--- config.mk ---
export PLATFORM = sky130hd
export DESIGN_NAME = mips32_mem_arbiter_flat
export DESIGN_NICKNAME = d
export VERILOG_FILES = /design/src/rtl/mips32_mem_arbiter_if.sv /design/src/rtl/mips32_mem_arbiter.sv /design/src/flat_wrapper.sv
export SDC_FILE = /design/constraint.sdc
export NUM_CORES = 1
export LEC_CHECK = 0
export CORE_ASPECT_RATIO = 0.6
export CORE_MARGIN = 1.5
export CORE_UTILIZATION = 41
export DETAILED_ROUTE_END_ITERATION = 8
export GPL_ROUTABILITY_DRIVEN = 0
export HOLD_SLACK_MARGIN = 0.05
export PLACE_DENSITY = 0.77
export SYNTH_ARGS = -nofsm -noshare
export SYNTH_HDL_FRONTEND = slang
export SYNTH_SLANG_ARGS = --single-unit
--- constraint.sdc ---
create_clock -name clk -period 4.6 [get_ports clk]
set_input_delay 0.92 -clock clk [delete_from_list [all_inputs] [get_ports clk]]
set_output_delay 0.92 -clock clk [all_outputs]
set_load 0.01 [all_outputs]
--- src/rtl/mips32_mem_arbiter_if.sv ---
// mips32_mem_arbiter_if: requester and memory-macro bus of the arbiter.
// Ports: IF read channel (if_*), data channel (d_*), memory macro (mem_*), busy.
// Modports: slave = arbiter side, master = requesters/memory side.
interface mips32_mem_arbiter_if #(
    parameter int AW = 10,
    parameter int DW = 32
);
    logic          if_req;
    logic [AW-1:0] if_addr;
    logic          if_ack;
    logic [DW-1:0] if_rdata;
    logic          if_rvalid;

    logic          d_req;
    logic          d_we;
    logic [AW-1:0] d_addr;
    logic [DW-1:0] d_wdata;
    logic          d_ack;
    logic [DW-1:0] d_rdata;
    logic          d_rvalid;

    logic          mem_en;
    logic          mem_we;
    logic [AW-1:0] mem_addr;
    logic [DW-1:0] mem_wdata;
    logic [DW-1:0] mem_rdata;

    logic          busy;

    modport slave (
        input  if_req, if_addr,
        input  d_req, d_we, d_addr, d_wdata,
        input  mem_rdata,
        output if_ack, if_rdata, if_rvalid,
        output d_ack, d_rdata, d_rvalid,
        output mem_en, mem_we, mem_addr, mem_wdata,
        output busy
    );

    modport master (
        output if_req, if_addr,
        output d_req, d_we, d_addr, d_wdata,
        output mem_rdata,
        input  if_ack, if_rdata, if_rvalid,
        input  d_ack, d_rdata, d_rvalid,
        input  mem_en, mem_we, mem_addr, mem_wdata,
        input  busy
    );
endinterface

--- src/rtl/mips32_mem_arbiter.sv ---
// mips32_mem_arbiter: shares the single-port unified memory between IF and MEM.
// Ports: clk, rst (async, active high), bus (mips32_mem_arbiter_if.slave).
// Data port has priority; define MIPS32_ARB_STARVE_GUARD_EN to bound IF lockout
// to STARVE_MAX consecutive losses. All outputs are registered.
module mips32_mem_arbiter #(
    parameter int AW         = 10,
    parameter int DW         = 32,
    parameter int MEM_LAT    = 2,
    parameter int STARVE_MAX = 3
) (
    input  logic                    clk,
    input  logic                    rst,
    mips32_mem_arbiter_if.slave     bus
);
    localparam logic [1:0] S_IDLE  = 2'd0;
    localparam logic [1:0] S_ISSUE = 2'd1;
    localparam logic [1:0] S_WAIT  = 2'd2;
    localparam logic [1:0] S_RESP  = 2'd3;

    localparam logic [3:0] LAT = 4'(MEM_LAT);

    logic [1:0]    state_q, state_d;
    logic [3:0]    cnt_q, cnt_d;
    logic          win_d_q, win_d_d;   // 1: data port owns the transaction
    logic          if_ack_q, if_ack_d;
    logic          d_ack_q, d_ack_d;
    logic          if_rvalid_q, if_rvalid_d;
    logic          d_rvalid_q, d_rvalid_d;
    logic [DW-1:0] if_rdata_q, if_rdata_d;
    logic [DW-1:0] d_rdata_q, d_rdata_d;
    logic          mem_en_q, mem_en_d;
    logic          mem_we_q, mem_we_d;
    logic [AW-1:0] mem_addr_q, mem_addr_d;
    logic [DW-1:0] mem_wdata_q, mem_wdata_d;
    logic          busy_q, busy_d;

    logic arbitrate;
    logic any_req;
    logic force_if;
    logic pick_data;

    assign arbitrate = (state_q == S_IDLE) || (state_q == S_RESP);
    assign any_req   = bus.d_req || bus.if_req;
    // The guard can only override data when IF is actually asking.
    assign pick_data = bus.d_req && !(force_if && bus.if_req);

`ifdef MIPS32_ARB_STARVE_GUARD_EN
    localparam int SW = (STARVE_MAX < 1) ? 1 : $clog2(STARVE_MAX + 1);
    localparam logic [SW-1:0] SMAX = SW'(STARVE_MAX);

    logic [SW-1:0] starve_q, starve_d;

    assign force_if = (starve_q == SMAX);

    always_comb begin
        starve_d = starve_q;
        if (arbitrate && any_req) begin
            if (!pick_data) begin
                starve_d = '0;
            end else if (bus.if_req) begin
                starve_d = (starve_q == SMAX) ? SMAX : starve_q + SW'(1);
            end
        end
    end

    always_ff @(posedge clk or posedge rst) begin
        if (rst) begin
            starve_q <= '0;
        end else begin
            starve_q <= starve_d;
        end
    end
`else
    logic unused_starve_cfg;

    assign force_if          = 1'b0;
    assign unused_starve_cfg = (STARVE_MAX != 0);
`endif

    always_comb begin
        state_d     = state_q;
        cnt_d       = cnt_q;
        win_d_d     = win_d_q;
        if_ack_d    = 1'b0;
        d_ack_d     = 1'b0;
        if_rvalid_d = 1'b0;
        d_rvalid_d  = 1'b0;
        if_rdata_d  = if_rdata_q;
        d_rdata_d   = d_rdata_q;
        mem_en_d    = 1'b0;
        mem_we_d    = 1'b0;
        mem_addr_d  = mem_addr_q;
        mem_wdata_d = mem_wdata_q;

        unique case (state_q)
            S_IDLE, S_RESP: begin
                if (any_req) begin
                    state_d     = S_ISSUE;
                    win_d_d     = pick_data;
                    d_ack_d     = pick_data;
                    if_ack_d    = !pick_data;
                    mem_en_d    = 1'b1;
                    mem_we_d    = pick_data && bus.d_we;
                    mem_addr_d  = pick_data ? bus.d_addr : bus.if_addr;
                    mem_wdata_d = bus.d_wdata;
                end else begin
                    state_d = S_IDLE;
                end
            end
            S_ISSUE: begin
                if (mem_we_q) begin
                    state_d = S_IDLE;
                end else begin
                    state_d = S_WAIT;
                    cnt_d   = LAT;
                end
            end
            S_WAIT: begin
                cnt_d = cnt_q - 4'd1;
                if (cnt_q == 4'd1) begin
                    state_d = S_RESP;
                    if (win_d_q) begin
                        d_rdata_d  = bus.mem_rdata;
                        d_rvalid_d = 1'b1;
                    end else begin
                        if_rdata_d  = bus.mem_rdata;
                        if_rvalid_d = 1'b1;
                    end
                end
            end
            default: state_d = S_IDLE;
        endcase

        busy_d = (state_d != S_IDLE);
    end

    always_ff @(posedge clk or posedge rst) begin
        if (rst) begin
            state_q     <= S_IDLE;
            cnt_q       <= '0;
            win_d_q     <= 1'b0;
            if_ack_q    <= 1'b0;
            d_ack_q     <= 1'b0;
            if_rvalid_q <= 1'b0;
            d_rvalid_q  <= 1'b0;
            if_rdata_q  <= '0;
            d_rdata_q   <= '0;
            mem_en_q    <= 1'b0;
            mem_we_q    <= 1'b0;
            mem_addr_q  <= '0;
            mem_wdata_q <= '0;
            busy_q      <= 1'b0;
        end else begin
            state_q     <= state_d;
            cnt_q       <= cnt_d;
            win_d_q     <= win_d_d;
            if_ack_q    <= if_ack_d;
            d_ack_q     <= d_ack_d;
            if_rvalid_q <= if_rvalid_d;
            d_rvalid_q  <= d_rvalid_d;
            if_rdata_q  <= if_rdata_d;
            d_rdata_q   <= d_rdata_d;
            mem_en_q    <= mem_en_d;
            mem_we_q    <= mem_we_d;
            mem_addr_q  <= mem_addr_d;
            mem_wdata_q <= mem_wdata_d;
            busy_q      <= busy_d;
        end
    end

    assign bus.if_ack    = if_ack_q;
    assign bus.if_rdata  = if_rdata_q;
    assign bus.if_rvalid = if_rvalid_q;
    assign bus.d_ack     = d_ack_q;
    assign bus.d_rdata   = d_rdata_q;
    assign bus.d_rvalid  = d_rvalid_q;
    assign bus.mem_en    = mem_en_q;
    assign bus.mem_we    = mem_we_q;
    assign bus.mem_addr  = mem_addr_q;
    assign bus.mem_wdata = mem_wdata_q;
    assign bus.busy      = busy_q;
endmodule

--- src/flat_wrapper.sv ---
// flat-port wrapper written by rule: the top's interface ports become plain ports
module mips32_mem_arbiter_flat 
#(
    parameter int AW         = 10,
    parameter int DW         = 32,
    parameter int MEM_LAT    = 2,
    parameter int STARVE_MAX = 3
)
  (clk, rst, bus_if_req, bus_if_addr, bus_d_req, bus_d_we, bus_d_addr, bus_d_wdata, bus_mem_rdata, bus_if_ack, bus_if_rdata, bus_if_rvalid, bus_d_ack, bus_d_rdata, bus_d_rvalid, bus_mem_en, bus_mem_we, bus_mem_addr, bus_mem_wdata, bus_busy);
  mips32_mem_arbiter_if #(.AW(AW), .DW(DW)) bus_i ();
  input  logic clk;
  input  logic rst;
  input wire logic [$bits(bus_i.if_req)-1:0] bus_if_req;
  input wire logic [$bits(bus_i.if_addr)-1:0] bus_if_addr;
  input wire logic [$bits(bus_i.d_req)-1:0] bus_d_req;
  input wire logic [$bits(bus_i.d_we)-1:0] bus_d_we;
  input wire logic [$bits(bus_i.d_addr)-1:0] bus_d_addr;
  input wire logic [$bits(bus_i.d_wdata)-1:0] bus_d_wdata;
  input wire logic [$bits(bus_i.mem_rdata)-1:0] bus_mem_rdata;
  output wire logic [$bits(bus_i.if_ack)-1:0] bus_if_ack;
  output wire logic [$bits(bus_i.if_rdata)-1:0] bus_if_rdata;
  output wire logic [$bits(bus_i.if_rvalid)-1:0] bus_if_rvalid;
  output wire logic [$bits(bus_i.d_ack)-1:0] bus_d_ack;
  output wire logic [$bits(bus_i.d_rdata)-1:0] bus_d_rdata;
  output wire logic [$bits(bus_i.d_rvalid)-1:0] bus_d_rvalid;
  output wire logic [$bits(bus_i.mem_en)-1:0] bus_mem_en;
  output wire logic [$bits(bus_i.mem_we)-1:0] bus_mem_we;
  output wire logic [$bits(bus_i.mem_addr)-1:0] bus_mem_addr;
  output wire logic [$bits(bus_i.mem_wdata)-1:0] bus_mem_wdata;
  output wire logic [$bits(bus_i.busy)-1:0] bus_busy;
  assign bus_i.if_req = bus_if_req;
  assign bus_i.if_addr = bus_if_addr;
  assign bus_i.d_req = bus_d_req;
  assign bus_i.d_we = bus_d_we;
  assign bus_i.d_addr = bus_d_addr;
  assign bus_i.d_wdata = bus_d_wdata;
  assign bus_i.mem_rdata = bus_mem_rdata;
  assign bus_if_ack = bus_i.if_ack;
  assign bus_if_rdata = bus_i.if_rdata;
  assign bus_if_rvalid = bus_i.if_rvalid;
  assign bus_d_ack = bus_i.d_ack;
  assign bus_d_rdata = bus_i.d_rdata;
  assign bus_d_rvalid = bus_i.d_rvalid;
  assign bus_mem_en = bus_i.mem_en;
  assign bus_mem_we = bus_i.mem_we;
  assign bus_mem_addr = bus_i.mem_addr;
  assign bus_mem_wdata = bus_i.mem_wdata;
  assign bus_busy = bus_i.busy;
  mips32_mem_arbiter #(.AW(AW), .DW(DW), .MEM_LAT(MEM_LAT), .STARVE_MAX(STARVE_MAX)) u_core (.clk(clk), .rst(rst), .bus(bus_i));
endmodule
### After elaboration in Yosys (flattened, before gate mapping)

Index checks and enable logic that the tools add are counted.

* logic and storage cells: 53
* flip-flop bits (word level): 120
* input port bits: 89

* reduce and logical (&&, ||, !) cells: 11
* equal/unequal tests: 5
* multiplexer cells: 21
* add/sub/neg operators: 1
* bitwise operators: 1

Operators with widths (count)
* $mux W1: 15
* $mux W10: 1
* $pmux W4 S2: 1
* $pmux W2 S3: 1
* $reduce_and A3 Y1: 2
* $eq A2 B2 Y1 const B: 2
* $eq A4 B1 Y1 const B: 1
* $mux W2: 2
* $mux W4: 1
* $reduce_and A2 Y1: 2
* $reduce_bool A2 Y1: 2
* $sub A4 B1 Y4 const B: 1
* $eq A2 B1 Y1 const B: 1
* $logic_not A2 Y1: 1
* $ne A2 B2 Y1 const B: 1
* $reduce_or A2 Y1: 1
* $logic_and A1 B1 Y1: 1
* $logic_not A1 Y1: 1
* $logic_or A1 B1 Y1: 1
* $not A1 Y1: 1

### Depth between registers and ports, before layout

Gate-level depths: netlist (run 1).

* word-level depth: 4
* depth in mapped cells: 7
* mapped depth without buffers: 5

### Worst setup path after synthesis (run 1)

OpenSTA, ideal clock, no wires.

* path type: input-to-reg
* start point: input port bus_d_req
* end point: register u_core.mem_wdata_q[10], in the netlist u_core.bus.mem_wdata[10]
* stages on the path: 4
* buffers on the path: 2
* arrival: 1899 ps
* slack: 2576 ps
* cell sequence: buf_2 -> o21ai_4 -> buf_2 -> mux2_2

* word-level cells in the longest chain between the ends: 2

Ends and longest elaborated chain
* start, declared: RTL line flat_wrapper.sv:15 `input wire logic [$bits(bus_i.d_req)-1:0] bus_d_req;`
* $logic_or A1 B1 Y1: RTL line mips32_mem_arbiter.sv:43 `assign any_req = bus.d_req || bus.if_req;`
* $reduce_and A2 Y1 (no line)
* end signal, assigned: RTL line mips32_mem_arbiter.sv:166 `mem_wdata_q <= mem_wdata_d;`
* end, declared: RTL line mips32_mem_arbiter.sv:34 `logic [DW-1:0] mem_wdata_q, mem_wdata_d;`

Every way passes these cells.
A chain may end at the register's enable or synchronous reset.

### Final worst setup path (run 1)

* start point: input port bus_d_req
* end point: register u_core.mem_wdata_q[4], in the netlist u_core.bus.mem_wdata[4]

The elaborated chain is that of the path after synthesis.

==> results_dict.tcl, run 1 <==
set metrics [dict create \
    drc 0 \
    io_buffers 201 \
    finalNonFillerCells 682 \
    stdcell_area_sq_um 7615 \
    num_vias 3205 \
    status "completed" \
    power_leakage_nw 3.388 \
    drv_slew 0 \
    register_area_sq_um 3003 \
    cpPeakStageDelay_ns 0.48 \
    cts_resized 0 \
    ir_drop_uv 354.9 \
    syn_area_per_cell_sq_um 16.37 \
    grt_pass1_vias 3402 \
    dieWidth_um 144.3 \
    nets 602 \
    drtIter0Drc 66 \
    yosysWarnings 0 \
    rows 30 \
    drt-vias-per-instance 4.699 \
    crit_end "u_core.bus.mem_wdata[4]$_DFFE_PP0P_" \
    crit_required_ns 4.89 \
    post_drt_wl_per_cell_um 17.70 \
    yosysSeqAreaShare_pct 61.16 \
    grt_max_degree 71 \
    grt_pass1_wl_um 18290 \
    fin_tns_setup_ns 0 \
    die-area_sq_um 12660 \
    skew_ns 0.006444 \
    track_usage_pct 19.58 \
    post-route-period-util_pct 56.31 \
    grt_setup_unrepaired "no" \
    crit_arrival_ns 2.88 \
    critPathLaunchType "input port" \
    utilization_pct 66.30 \
    reg2regPathDepth 5 \
    crit_start "bus_d_req" \
    die_y_um 87.77 \
    synth_nets 393 \
    slowest_stage "o21ai_4" \
    clock_sinks 120 \
    dpl_cell_area_sq_um 7025 \
    first_pass_iters 4 \
    ios 202 \
    r2r_slack_ns 2.12 \
    synthDistinctLibCells 28 \
    synth_seq_cells 120 \
    synth.largest_area_cell "dfrtp_1" \
    post-dp-hpwl_um 8382 \
    hold_ws_ns 0.4829 \
    clockBufferDepth 2 \
    post-place-ws_ns 1.575 \
    post-place-cells 650 \
    synth.area.top_cells "dfrtp_1 61%, mux2_4 18%, mux2_2 8.7%" \
    overflow 0 \
    critPathKind "in2reg" \
    synth_top_area_share_pct 61.16 \
    core_sq_um 11490 \
    cp_cell_sequence "clkdlybuf4s50_1 -> buf_4 -> o21ai_4 -> buf_4 -> mux2_2" \
    worst_pin_slew_ns 1.164 \
    final.min_clock_period_ns 2.590 \
    p_per_area_nw_per_um2 626.3 \
    cp-end-kind "register" \
    synthToLayoutAreaGrowth_pct 55.10 \
    hold_class "reg2reg" \
    cts_tree "built" \
    crit_fanout 39 \
    cts_max_level 4 \
    ant_nets 0 \
    p_total_mw 4.769 \
    r2r_end "u_core.bus.if_rdata[2]$_DFFE_PP0P_" \
    multi_input_area_sq_um 1735 \
    ctsHoldBuffers 0 \
    fmax_ghz 0.3861 \
    finalSetupViolCount 0 \
    setup_slack_ns 2.010 \
    r2r-start "u_core.cnt_q[1]$_DFFE_PP0P_" \
    antenna_found_initial 0 \
    postSynthCellCount 300 \
    initial_core_util_pct 42.75 \
    drt_wl_total_um 12070 \
    maxCapViolations 0 \
    diodes 0 \
    cp_common_cell "buf_4" \
    clkTransAtPathRegs_ns 0.06 \
    maxSlewHeadroom_pct 22.37 \
    netlist_area_sq_um 4910 \
    cts_buffers 17 \
    clock_latency_ns 0.41 \
    clockRootBuffer "clkbuf_16" \
    cts_setup_buffers 0 \
    layout-drive-gt1-share_pct 26.63 \
    final-hold-violation-count 0 \
    fillers 830 \
]
routing by layer:
layer | track usage [%] | wire, um | vias to the layer above
met3 | 9.240 | 1284 | 10
met5 | 0 | 0 | -
li1 | - | - | 1471
met4 | 6.520 | 85 | 0
met2 | 31.27 | 5658 | 143
met1 | 23.63 | 5045 | 1581
cells in the mapped netlist:
library cell  count
nor2b_1           1
a22o_2            1
clkbuf_1          2
nand3_2           1
a21o_1            2
inv_1             8
a2111o_1          1
a21bo_2           1
o21ai_0          14
mux2i_1          11
a22o_1            1
mux2_4           58
nand2_1          13
o31ai_1           1
nor3b_2           1
nor2_1            2
a21oi_1           1
o21ai_4           1
and2_1            1
mux2_2           38
buf_12            3
ha_1              4
a32oi_1           1
buf_6             4
dfrtp_1         120
and3_1            2
and3b_1           1
buf_2             6
where the power goes:
part,internal (mW),leakage [nW],switching (mW)
Clock,0.814,0.283,0.496
Combinational,1.11,1.69,0.675
Sequential,1.44,1.42,0.228
flip-flops by register name, indices dropped and copies added (netlist names):
name                  cells
u_core.bus.d_rdata       32
u_core.bus.if_rdata      32
u_core.bus.mem_wdata     32
u_core.bus.mem_addr      10
u_core.cnt_q              4
u_core.state_q            2
u_core.bus.busy           1
u_core.bus.d_ack          1
u_core.bus.d_rvalid       1
u_core.bus.if_ack         1
u_core.bus.if_rvalid      1
u_core.bus.mem_en         1
u_core.bus.mem_we         1
u_core.win_d_q            1
area by class of cell:
cell class,instances,area share [%]
flip-flops and latches,120,39.43
repair buffers,205,26.98
multi-input cells,157,22.79
clock buffers,18,5.767
well taps,160,2.629
clock inverters,14,1.972
inverters,8,0.4272
worst max-delay path, delay by kind of cell:
kind,cells,cell delay [ns]
AO/OA/AOI/OAI,1,0.48
buffers and inverters,3,1.06
multiplexers,1,0.39
cell usage in the layout (no fill, tap or decap), drive strengths merged, types with 3 or more instances in the layout:
cell / instances
clkdlybuf4s50: 201
dfrtp: 120
mux2: 96
clkbuf: 18
o21ai: 15
nand2: 13
mux2i: 11
inv: 10
clkinv: 7
ha: 4
buf: 4
clkinvlp: 3
kinds of logic after synthesis:
| family | share of synthesized area, % |
|---|---|
| muxes | 28.70 |
| adders and majority gates | 1.019 |
| DFF | 61.16 |
| buffers and inverters | 3.517 |
| AOI/OAI and AO/OA | 3.313 |
| and+or+nand+nor | 2.294 |
how the worst min path moves through the flow:
| stage | from | endpoint | depth (start not counted) |
|---|---|---|---|
| floorplan | u_core.win_d_q$_DFFE_PP0P_ | u_core.win_d_q$_DFFE_PP0P_ | 1 |
| global placement | u_core.bus.mem_addr[3]$_DFFE_PP0P_ | u_core.bus.mem_addr[3]$_DFFE_PP0P_ | 2 |
| detailed placement | u_core.bus.mem_addr[9]$_DFFE_PP0P_ | u_core.bus.mem_addr[9]$_DFFE_PP0P_ | 2 |
| CTS | u_core.bus.mem_addr[3]$_DFFE_PP0P_ | u_core.bus.mem_addr[3]$_DFFE_PP0P_ | 2 |
| global route | u_core.bus.mem_addr[0]$_DFFE_PP0P_ | u_core.bus.mem_addr[0]$_DFFE_PP0P_ | 2 |
| finish | u_core.bus.mem_addr[3]$_DFFE_PP0P_ | u_core.bus.mem_addr[3]$_DFFE_PP0P_ | 2 |
(Power assumes the default switching activity.)
==> run 2: changes to the inputs <==
==> constraint.sdc (replaced) <==
create_clock -name clk -period 2.7 [get_ports clk]
set_input_delay 0.54 -clock clk [delete_from_list [all_inputs] [get_ports clk]]
set_output_delay 0.54 -clock clk [all_outputs]
set_load 0.01 [all_outputs]
==> results_dict.tcl, run 2 (synthesis results as in run 1) <==
set metrics [dict create \
    ir_drop_uv 655.3 \
    clockBufferDepth 2 \
    grt_pass1_wl_um 17930 \
    cts_resized 0 \
    drt_wl_total_um 11730 \
    post-dp-hpwl_um 8296 \
    reg2regPathDepth 6 \
    dieWidth_um 144.3 \
    crit_arrival_ns 2.36 \
    rows 30 \
    final-hold-violation-count 0 \
    ctsHoldBuffers 0 \
    cts_max_level 4 \
    post-route-period-util_pct 76.94 \
    p_per_area_nw_per_um2 1080 \
    cts_tree "built" \
    overflow 0 \
    post_drt_wl_per_cell_um 17.17 \
    core_sq_um 11490 \
    p_comb_share_pct 36.7 \
    skew_ns 0.01066 \
    utilization_pct 67.04 \
    maxCapViolations 0 \
    switching_power_mw 2.324 \
    final.min_clock_period_ns 2.077 \
    crit_required_ns 2.98 \
    cp_cell_sequence "inv_1 -> ha_1 -> nor3b_2 -> nand3_2 -> buf_12 -> mux2_4" \
    clock_sinks 120 \
    critPathKind "reg2reg" \
    cts_setup_buffers 0 \
    worst_pin_slew_ns 0.6344 \
    min_delay_path_depth 2 \
    slowest_stage "nand3_2" \
    nets 604 \
    grt_pass1_vias 3286 \
    clkTransAtPathRegs_ns 0.06 \
    initial_core_util_pct 42.75 \
    first_pass_iters 4 \
    clkPwrFrac_pct 29.0 \
    ant_nets 0 \
    drc 0 \
    power_leakage_nw 3.430 \
    drv_slew 0 \
    final_cell_mix "201 x clkdlybuf4s50_1, 120 x dfrtp_1, 58 x mux2_4, 38 x mux2_2, 17 x clkbuf_16" \
    drt-vias-per-instance 4.656 \
    ios 202 \
    fmax_ghz 0.4814 \
    num_vias 3180 \
    status "completed" \
    drtIter0Drc 124 \
    fin_tns_setup_ns 0 \
    synthToLayoutAreaGrowth_pct 56.83 \
    track_usage_pct 19.26 \
    io_buffers 201 \
    swShare_pct 27.94 \
    die-area_sq_um 12660 \
    die_y_um 87.77 \
    diodes 0 \
    critPathLaunchType "register" \
    cpPeakStageDelay_ns 0.42 \
    p_int_mw 5.995 \
    p_seq_share_pct 34.2 \
    clockRootBuffer "clkbuf_16" \
    layout-drive-gt1-share_pct 26.58 \
    antenna_found_initial 0 \
    cts_buffers 17 \
    finalSetupViolCount 0 \
    dpl_cell_area_sq_um 7067 \
    crit_fanout 22 \
    r2r_slack_ns 0.62 \
    cp-end-kind "register" \
    post-place-cells 652 \
    grt_setup_unrepaired "no" \
    stdcell_area_sq_um 7700 \
    clock_latency_ns 0.40 \
    grt_max_degree 121 \
    layout_commonest_cell "clkdlybuf4s50_1" \
    finalNonFillerCells 683 \
    maxSlewHeadroom_pct 57.71 \
    hold_class "reg2reg" \
]
==> run 2: critical path: cells and delay by family (launching register included) <==
family        cells  cell delay, ns
mux               1            0.32
buf+inv           2            0.45
simple gates      2            0.64
flops             1            0.39
fa+ha+maj         1            0.14
==> run 2: through the flow <==
step	hold WS, ns	power (mW)	setup WS (ns)
CTS	0.4840	8.424	0.6102
finish	0.4797	8.319	0.6226
global route	0.5051	8.756	0.4775
global placement	0.4636	5.864	0.6122
detailed placement	0.4710	5.946	0.5714
floorplan	0.4844	4.255	0.6907
==> run 2: area by class of cell <==
cell class / instances / area, sq um
inverters: 8 / 33.78
repair buffers: 207 / 2095
flip-flops and latches: 120 / 3003
clock inverters: 13 / 203.9
multi-input cells: 157 / 1735
clock buffers: 18 / 429.2
well taps: 160 / 200.2
fillers: 820 / 3786
==> run 2: final timing paths <==
check | from | end
max | u_core.cnt_q[1]$_DFFE_PP0P_ | u_core.bus.d_rdata[2]$_DFFE_PP0P_
min | u_core.bus.mem_addr[0]$_DFFE_PP0P_ | u_core.bus.mem_addr[0]$_DFFE_PP0P_
max reg2reg | u_core.cnt_q[1]$_DFFE_PP0P_ | u_core.bus.d_rdata[2]$_DFFE_PP0P_
min reg2reg | u_core.bus.mem_addr[0]$_DFFE_PP0P_ | u_core.bus.mem_addr[0]$_DFFE_PP0P_
max in group asynchronous | rst | u_core.cnt_q[2]$_DFFE_PP0P_
min in group asynchronous | rst | u_core.bus.d_rdata[13]$_DFFE_PP0P_
==> run 2: per-layer routing <==
metal,part of all wire (%),up-vias,track usage [%]
li1,-,1473,-
met5,0,-,0
met1,43,1560,24.24
met4,0.45,0,4.408
met2,45,141,29.67
met3,11,6,10.11
==> run 2: power groups by stage <==
| stage | Sequential (mW) | Combinational [mW] | Clock, mW |
|---|---|---|---|
| 5_1_grt | 2.93 | 3.27 | 2.56 |
| 3_5_place_dp | 2.86 | 3.08 | 0 |
| 4_1_cts | 2.86 | 3.10 | 2.47 |
| 3_3_place_gp | 2.85 | 3.01 | 0 |
| 2_1_floorplan | 3.10 | 1.15 | 0 |
| 6_report | 2.85 | 3.05 | 2.42 |
==> run 3: changes to the inputs <==
--- a/config.mk
+++ b/config.mk
@@ -7,7 +7,7 @@
 export LEC_CHECK = 0
 export CORE_ASPECT_RATIO = 0.6
 export CORE_MARGIN = 1.5
-export CORE_UTILIZATION = 41
+export CORE_UTILIZATION = 39
 export DETAILED_ROUTE_END_ITERATION = 8
 export GPL_ROUTABILITY_DRIVEN = 0
 export HOLD_SLACK_MARGIN = 0.05
==> constraint.sdc (replaced) <==
create_clock -name clk -period 1.8 [get_ports clk]
set_input_delay 0.36 -clock clk [delete_from_list [all_inputs] [get_ports clk]]
set_output_delay 0.36 -clock clk [all_outputs]
set_load 0.01 [all_outputs]
==> results_dict.tcl, run 3 (synthesis results as in run 1) <==
set metrics [dict create \
    status "completed" \
    post-route-period-util_pct 97.15 \
    layout-drive-gt1-share_pct 29.21 \
    core_sq_um 12180 \
    finalNonFillerCells 706 \
    drt_wl_total_um 12410 \
    maxCapViolations 0 \
    grt_pass1_vias 3415 \
    grt_max_degree 43 \
    cts_buffers 17 \
    crit_fanout 6 \
    post-dp-hpwl_um 8592 \
    initial_core_util_pct 40.31 \
    num_vias 3313 \
    drt-vias-per-instance 4.693 \
    final_cell_mix "201 x clkdlybuf4s50_1, 120 x dfrtp_1, 61 x mux2_4, 35 x mux2_2, 20 x clkbuf_16" \
    diodes 0 \
    antenna_found_initial 0 \
    final-hold-violation-count 0 \
    ios 202 \
    fin_tns_setup_ns 0 \
    rows 31 \
    ir_drop_uv 1143 \
    register_area_sq_um 3003 \
    io_buffers 201 \
    clkTransAtPathRegs_ns 0.06 \
    overflow 0 \
    layout_commonest_cell "clkdlybuf4s50_1" \
    post-place-ws_ns -0.01618 \
    dieWidth_um 147.9 \
    drc 0 \
    critPathKind "reg2reg" \
    critPathLaunchType "register" \
    dpl_cell_area_sq_um 7198 \
    die_y_um 89.91 \
    hold_class "in2async" \
    power_leakage_nw 3.505 \
    post-place-cells 667 \
    cp-end-kind "register" \
    cts_max_level 4 \
    final.min_clock_period_ns 1.749 \
    die-area_sq_um 13290 \
    p_per_area_nw_per_um2 1542 \
    grt_pass1_wl_um 18820 \
    fmax_ghz 0.5718 \
    clock_sinks 120 \
    clockBufferDepth 2 \
    maxSlewHeadroom_pct 67.99 \
    finalSetupViolCount 0 \
    ant_nets 0 \
    fillers 880 \
    stdcell_area_sq_um 7903 \
    hold_ws_ns 0.3043 \
    post_drt_wl_per_cell_um 17.57 \
    grt_setup_unrepaired "yes" \
    synthToLayoutAreaGrowth_pct 60.96 \
    crit_arrival_ns 2.04 \
    drv_slew 0 \
    clockRootBuffer "clkbuf_16" \
    cts_tree "built" \
    skew_ns 0.008367 \
    drtIter0Drc 117 \
    clock_latency_ns 0.41 \
    setup_slack_ns 0.05121 \
    nets 622 \
    first_pass_iters 4 \
    crit_required_ns 2.09 \
    worst_pin_slew_ns 0.4752 \
    track_usage_pct 18.78 \
    multi_input_area_sq_um 1773 \
]
## run 3: changes by cell type in the layout (fill, tap and decap cells not counted), moves of 2 or more
cell        previous run  this run
buf_12                 3         8
buf_4                  3        12
bufinv_16              5         1
clkbuf_16             17        20
clkinv_4               3         1
clkinvlp_4             2         6
mux2_2                38        35
mux2_4                58        61
## run 3: where the power goes
group | leakage [nW] | total, mW | switching [mW] | internal, mW
logic | 1.83 | 4.77 | 1.77 | 3.00
registers | 1.42 | 4.30 | 0.603 | 3.69
clock network | 0.251 | 3.12 | 1.24 | 1.88
## run 3: routing by layer
layer	global-route usage [%]	up-vias	wire length, um
met2	27.26	158	5465
met3	8.680	12	1230
li1	-	1512	-
met5	0	-	0
met1	24.87	1631	5572
met4	6.188	0	136
## run 3: critical path, stage by stage (launching register included)
cell	delay, ns
dfrtp_1	0.40
inv_2	0.09
ha_4	0.12
nor3b_4	0.20
and3b_2	0.23
buf_12	0.14
clkbuf_16	0.16
mux2_4	0.30
## run 3: worst paths after layout
path	start	end	slack, ns	cells past startpoint
min in group clk	u_core.bus.mem_addr[5]$_DFFE_PP0P_	u_core.bus.mem_addr[5]$_DFFE_PP0P_	0.48	2
max in group asynchronous	rst	u_core.bus.d_rdata[2]$_DFFE_PP0P_	0.95	3
worst min register to register	u_core.bus.mem_addr[5]$_DFFE_PP0P_	u_core.bus.mem_addr[5]$_DFFE_PP0P_	0.48	2
worst max-delay path	u_core.cnt_q[1]$_DFFE_PP0P_	u_core.bus.if_rdata[21]$_DFFE_PP0P_	0.05	7
worst min-delay path	rst	u_core.bus.mem_wdata[14]$_DFFE_PP0P_	0.30	2
worst max register to register	u_core.cnt_q[1]$_DFFE_PP0P_	u_core.bus.if_rdata[21]$_DFFE_PP0P_	0.05	7
## run 3: metrics by stage
| stage | utilization [%] | total power, mW |
|---|---|---|
| floorplan | - | 6.383 |
| global placement | 59.10 | 8.921 |
| detailed placement | 59.10 | 9.054 |
| CTS | 63.60 | 12.26 |
| global route | 64.89 | 12.85 |
| finish | 64.89 | 12.19 |
## run 3: final cells by class
cell class,instances,share of cell area (%)
repair buffers,225,29.72
inverters,8,0.4275
clock buffers,19,5.478
flip-flops and latches,120,38.00
multi-input cells,157,22.44
well taps,165,2.612
clock inverters,12,1.330
## run 3: repair_timing
| action | 4_1_cts | 5_1_grt |
|---|---|---|
| cloned | 0 | 4 |
| buffers inserted | 0 | 4 |
| pin swaps | 1 | 1 |
| endpoints found under the setup margin | 3 | 29 |
| gates resized for setup | 3 | 5 |
| hold buffers | 0 | 0 |
